**src/rtl/tile_spawner.sv**
```systemverilog
// Spawns one 2/4 tile into a uniformly chosen empty cell of an N x N 2048 board.
// Optional macro TILE_SPAWNER_FORCE_EN adds force_en/force_idx to override the LFSR choice.
module tile_spawner #(
    parameter int          N    = 4,
    parameter int          W    = 12,
    parameter logic [15:0] SEED = 16'hACE1
) (
    input  logic                           clk,
    input  logic                           rst,
    input  logic                           start,
    input  logic [N-1:0][N-1:0][W-1:0]     matrix_in,
    output logic [N-1:0][N-1:0][W-1:0]     matrix_out,
    output logic                           busy,
    output logic                           done,
    output logic                           full,
    output logic [$clog2(N)-1:0]           spawn_row,
    output logic [$clog2(N)-1:0]           spawn_col
`ifdef TILE_SPAWNER_FORCE_EN
    ,
    input  logic                           force_en,
    input  logic [$clog2(N*N)-1:0]         force_idx
`endif
);

    // state  | meaning
    // IDLE   | waiting for start; snapshot and flags hold
    // COUNT  | one cell per cycle, counting empty cells
    // PICK   | choose target rank and tile value, or report full board
    // PLACE  | rescan, write tile into the empty cell of rank target
    // DONE   | one-cycle completion pulse
    typedef enum logic [2:0] {S_IDLE, S_COUNT, S_PICK, S_PLACE, S_DONE} state_t;

    localparam int RW = $clog2(N);
    localparam int ZW = $clog2(N*N + 1);

    state_t                       state_q;
    logic [N-1:0][N-1:0][W-1:0]   snap_q;
    logic [RW-1:0]                row_q, col_q, row_d, col_d;
    logic [RW-1:0]                srow_q, scol_q;
    logic [ZW-1:0]                zcnt_q, rank_q, target_q, target_d;
    logic                         val4_q, val4_d;
    logic                         busy_q, done_q, full_q;
    logic [15:0]                  lfsr_q, lfsr_d;
    logic                         cell_zero, last_cell;

    assign cell_zero = (snap_q[row_q][col_q] == '0);
    assign last_cell = (row_q == RW'(N-1)) && (col_q == RW'(N-1));
    assign lfsr_d    = {1'b0, lfsr_q[15:1]} ^ (lfsr_q[0] ? 16'hB400 : 16'h0000);

    always_comb begin
        if (col_q == RW'(N-1)) begin
            col_d = '0;
            row_d = row_q + RW'(1);
        end else begin
            col_d = col_q + RW'(1);
            row_d = row_q;
        end
    end

    always_comb begin
        target_d = ZW'(lfsr_q % 16'(zcnt_q));
        val4_d   = (lfsr_q[2:0] == 3'b000);
`ifdef TILE_SPAWNER_FORCE_EN
        if (force_en) begin
            target_d = ZW'(16'(force_idx) % 16'(zcnt_q));
            val4_d   = force_idx[0];
        end
`endif
    end

    always_ff @(posedge clk) begin
        if (rst) begin
            state_q  <= S_IDLE;
            snap_q   <= '0;
            row_q    <= '0;
            col_q    <= '0;
            srow_q   <= '0;
            scol_q   <= '0;
            zcnt_q   <= '0;
            rank_q   <= '0;
            target_q <= '0;
            val4_q   <= 1'b0;
            busy_q   <= 1'b0;
            done_q   <= 1'b0;
            full_q   <= 1'b0;
            lfsr_q   <= SEED;
        end else begin
            lfsr_q <= lfsr_d;
            done_q <= 1'b0;
            case (state_q)
                S_IDLE: begin
                    if (start) begin
                        snap_q  <= matrix_in;
                        row_q   <= '0;
                        col_q   <= '0;
                        zcnt_q  <= '0;
                        full_q  <= 1'b0;
                        busy_q  <= 1'b1;
                        state_q <= S_COUNT;
                    end
                end
                S_COUNT: begin
                    if (cell_zero) zcnt_q <= zcnt_q + ZW'(1);
                    if (last_cell) begin
                        state_q <= S_PICK;
                    end else begin
                        row_q <= row_d;
                        col_q <= col_d;
                    end
                end
                S_PICK: begin
                    if (zcnt_q == '0) begin
                        full_q  <= 1'b1;
                        busy_q  <= 1'b0;
                        done_q  <= 1'b1;
                        state_q <= S_DONE;
                    end else begin
                        target_q <= target_d;
                        val4_q   <= val4_d;
                        row_q    <= '0;
                        col_q    <= '0;
                        rank_q   <= '0;
                        state_q  <= S_PLACE;
                    end
                end
                S_PLACE: begin
                    // target < zcnt, so a matching empty cell is always found before the scan ends
                    if (cell_zero && rank_q == target_q) begin
                        snap_q[row_q][col_q] <= val4_q ? W'(4) : W'(2);
                        srow_q  <= row_q;
                        scol_q  <= col_q;
                        busy_q  <= 1'b0;
                        done_q  <= 1'b1;
                        state_q <= S_DONE;
                    end else begin
                        if (cell_zero) rank_q <= rank_q + ZW'(1);
                        row_q <= row_d;
                        col_q <= col_d;
                    end
                end
                S_DONE: begin
                    state_q <= S_IDLE;
                end
                default: begin
                    state_q <= S_IDLE;
                    busy_q  <= 1'b0;
                end
            endcase
        end
    end

    assign matrix_out = snap_q;
    assign busy       = busy_q;
    assign done       = done_q;
    assign full       = full_q;
    assign spawn_row  = srow_q;
    assign spawn_col  = scol_q;

endmodule

```
**config.mk**
```make
export PLATFORM = sky130hd
export DESIGN_NAME = tile_spawner
export DESIGN_NICKNAME = d
export VERILOG_FILES = /design/src/rtl/tile_spawner.sv
export SDC_FILE = /design/constraint.sdc
export NUM_CORES = 1
export LEC_CHECK = 0
export ABC_AREA = 0
export BUFFER_PORTS_ARGS = -buffer_cell sky130_fd_sc_hd__buf_2
export CAP_MARGIN = 5
export CORE_MARGIN = 2
export CORE_UTILIZATION = 60
export CTS_BUF_LIST = sky130_fd_sc_hd__clkbuf_4 sky130_fd_sc_hd__clkbuf_8
export CTS_CLUSTER_DIAMETER = 40
export DETAILED_ROUTE_END_ITERATION = 10
export HOLD_SLACK_MARGIN = 0.05
export PLACE_DENSITY = 0.89
export SETUP_SLACK_MARGIN = 0.02
export SYNTH_ARGS = -nofsm -noshare
export SYNTH_HDL_FRONTEND = slang
export SYNTH_SLANG_ARGS = --single-unit
```
**constraint.sdc**
```tcl
create_clock -name clk -period 43.4 [get_ports clk]
set_input_delay 6.51 -clock clk [delete_from_list [all_inputs] [get_ports clk]]
set_output_delay 6.51 -clock clk [all_outputs]
set_load 0.01 [all_outputs]
```
==> summary.txt <==
GRT
  • Remaining Overflow, GRT: 0
  • First-pass GRT wire length: 80400 um
  • Largest net degree at the start of global routing: 138
  • Global Route Usage Sum: 0.382
  • Vias in the first global route: 15.3k
  • Initial antenna violation count: 1

Route
  • Post-route DRC: 0
  • Pre-Repair DR Iteration Count: 10
  • Total vias in the final route: 16.5k
  • Final wirelength: 52600 um
  • Routed Antenna Nets: 0
  • Initial drt markers: 2170
  • Avg Vias per Cell: between 6 and 7
  • Wire per inst: 20.6 um

Cells and area
  • Area Growth Syn to Fin: 19.6%
  • Nets: 2483
  • Non-filler instance count after layout: 2561
  • Most frequent cells in the layout: buf_2 (392), nor2_1 (312), dfxtp_1 (238)
  • Most common cell after layout, fill and taps aside: buf_2
  • Layout cells sized above 1: 0.237
  • Util after Layout: 0.731

Timing
  • Period utilization: 0.716
  • Hold Slack: around 500 ps
  • Rel. slew slack: 0.112
  • Hold Violations, Final: 0
  • Setup tns final: 0 ps
  • Tightest Pin Transition: 1330 ps
  • Minimum clock period: 31090 ps
  • Setup violations, final: 0
  • Fmax: roughly 32 MHz
  • RSZ-0062 raised after global routing: no
  • Fin. max-slew vios: 0
  • Clock Skew: 59.7 ps

Placement
  • Routability-driven placement congestion ratio: 0.967
  • PortBufs: just under 400
  • Placed insts: approximately 2.5k
  • Final HPWL DP: 39400 um

Critical path
  • Worst EP required: 43840 ps
  • CP max stage delay: 730 ps
  • Top cell by count, worst path: o21a_1
  • Crit path DAT: about 32000 ps
  • CP startpoint kind: register
  • WS Path Type: reg -> reg
  • Slowest cell on crit path: a2111oi_2
  • Crit end category: register
  • Critical path fanouts, max: 18

Floorplan
  • Die X: approximately 160 um
  • Cell Rows: 57
  • Initial core utilization: 0.611
  • Chip height: approximately 160 um
  • I/O pin total: 394
  • Die Area: 26000 sq um
  • Core area: between 20000 and 25000 sq um

Clocking
  • Cts repair resizes: 0
  • Clock Pin Slew Worst Setup and Hold Paths: 60 ps
  • Clock buffer depth: 3
  • Clock latency on the worst-skew pair: 590 ps
  • CTS Sinks: 238
  • Depth of the CTS H-tree: 2
  • Hold Buf Count CTS: 0
  • CTS tree: built
  • Post-CTS setup buffer count: 0
  • CTS Root Cell: clkbuf_8
  • Num CTS Buffers: 41

Worst hold path
  • Min-Delay Path Class: reg -> reg

Logic synthesis
  • Yosys reg bits: 238
  • Synthesized area per cell: 7.91 sq um
  • Cell area after synthesis: between 10000 and 15000 sq um
  • Mapped Cells: 1872
  • Number of synthesized flops with an enable pin: 0
  • Syn_nets: 2150
  • Post-synth cell types: about 90
  • Ys Warns: 0
  • Seq/Total Area, Yosys: 0.322
  • Top_reg_cell synth: dfxtp_1
  • Synth async-reset ratio: 0

Run
  • Maxcap violations: 0

Run status
  • Status: finished, final reports clean
## final timing paths
path	from	end	slack [ps]	depth (start not counted)
setup / recovery	zcnt_q[0]	target_q[1]	12310	126
hold / removal	lfsr_q[12]	lfsr_q[11]	490	1
setup reg to reg	zcnt_q[0]	target_q[1]	12310	126
hold reg to reg	lfsr_q[12]	lfsr_q[11]	490	1
## layer usage
layer | GRT usage | part of all wire | up-vias
li1 | - | - | 7645
met1 | 0.473 | 0.39 | 7754
met2 | 0.623 | 0.46 | 948
met3 | 0.0909 | 0.097 | 196
met4 | 0.192 | 0.055 | 2
met5 | 0 | 0.00025 | -
## per-stage QoR
| step | worst slack [ps] | area (sq um) |
|---|---|---|
| after CTS | 12720 | 17700 |
| after floorplan | 16780 | 14800 |
| after global placement | 14030 | 16800 |
| final | 12310 | 17700 |
| after global routing | 9590 | 17700 |
| after detailed placement | 12780 | 16800 |
## critical path, delay by kind of cell (launching register included)
family,cells,cell delay (ps)
AO/OA/AOI/OAI,64,13780
adder cells (fa/ha/maj),16,4860
buffers and inverters,1,530
flip-flops,1,370
multiplexers,6,1780
AND/OR/NAND/NOR,39,9700
## area by class of cell
type                       instances  area (sq um)
inverter                          36           135
clock inverter                    13           161
multi-input combinational       1488          9480
fill                            1904          6530
sequential                       238          4760
timing repair buffer             400          2030
antenna                            1          2.50
tap                              324           405
clock buffer                      61           739
## synthesized netlist by cell type (all sizes together) (13+ instances only)
library cell  instances  area share
a21o                 15      0.0076
a21oi               134       0.046
a22oi               164       0.083
and2                 15      0.0063
clkbuf              101       0.026
dfxtp               238        0.32
ha                   82       0.069
inv                  36      0.0091
mux2i                27       0.018
nand2               102       0.026
nand2b               16      0.0068
nand3                58       0.020
nand4                38       0.016
nor2                312       0.079
nor2b                18      0.0076
nor3                 76       0.027
nor4                 38       0.018
o21a                 41       0.021
o21ai                62       0.023
o31ai                21       0.011
or2                  13      0.0055
or3                  21      0.0092
or4                  19      0.0096
xnor2                28       0.017
xor2                 15      0.0089
## sequential cells by signal, summed over array words and instances, names as in the netlist
name	flops
lfsr_q	16
val4_q	1
state_q	3
target_q	5
spawn_col	2
spawn_row	2
row_q	2
zcnt_q	5
col_q	2
rank_q	5
done	1
full	1
matrix_out	192
busy	1
## cells by family (layout without fill, tap and decap cells)
kind of cell,count (synthesis),after routing,synth area share
other,0,1,0
and+or+nand+nor,757,757,0.247
AOI/OAI and AO/OA,566,566,0.269
xor gates and xnor gates,43,43,0.0254
adders and majority gates,83,83,0.0706
DFF,238,238,0.322
muxes,39,39,0.0274
buffers and inverters,146,510,0.0380
Power is left out: the tool's default activity adds up to more than one toggle a clock period on the data nets, which glitch-free logic cannot reach.
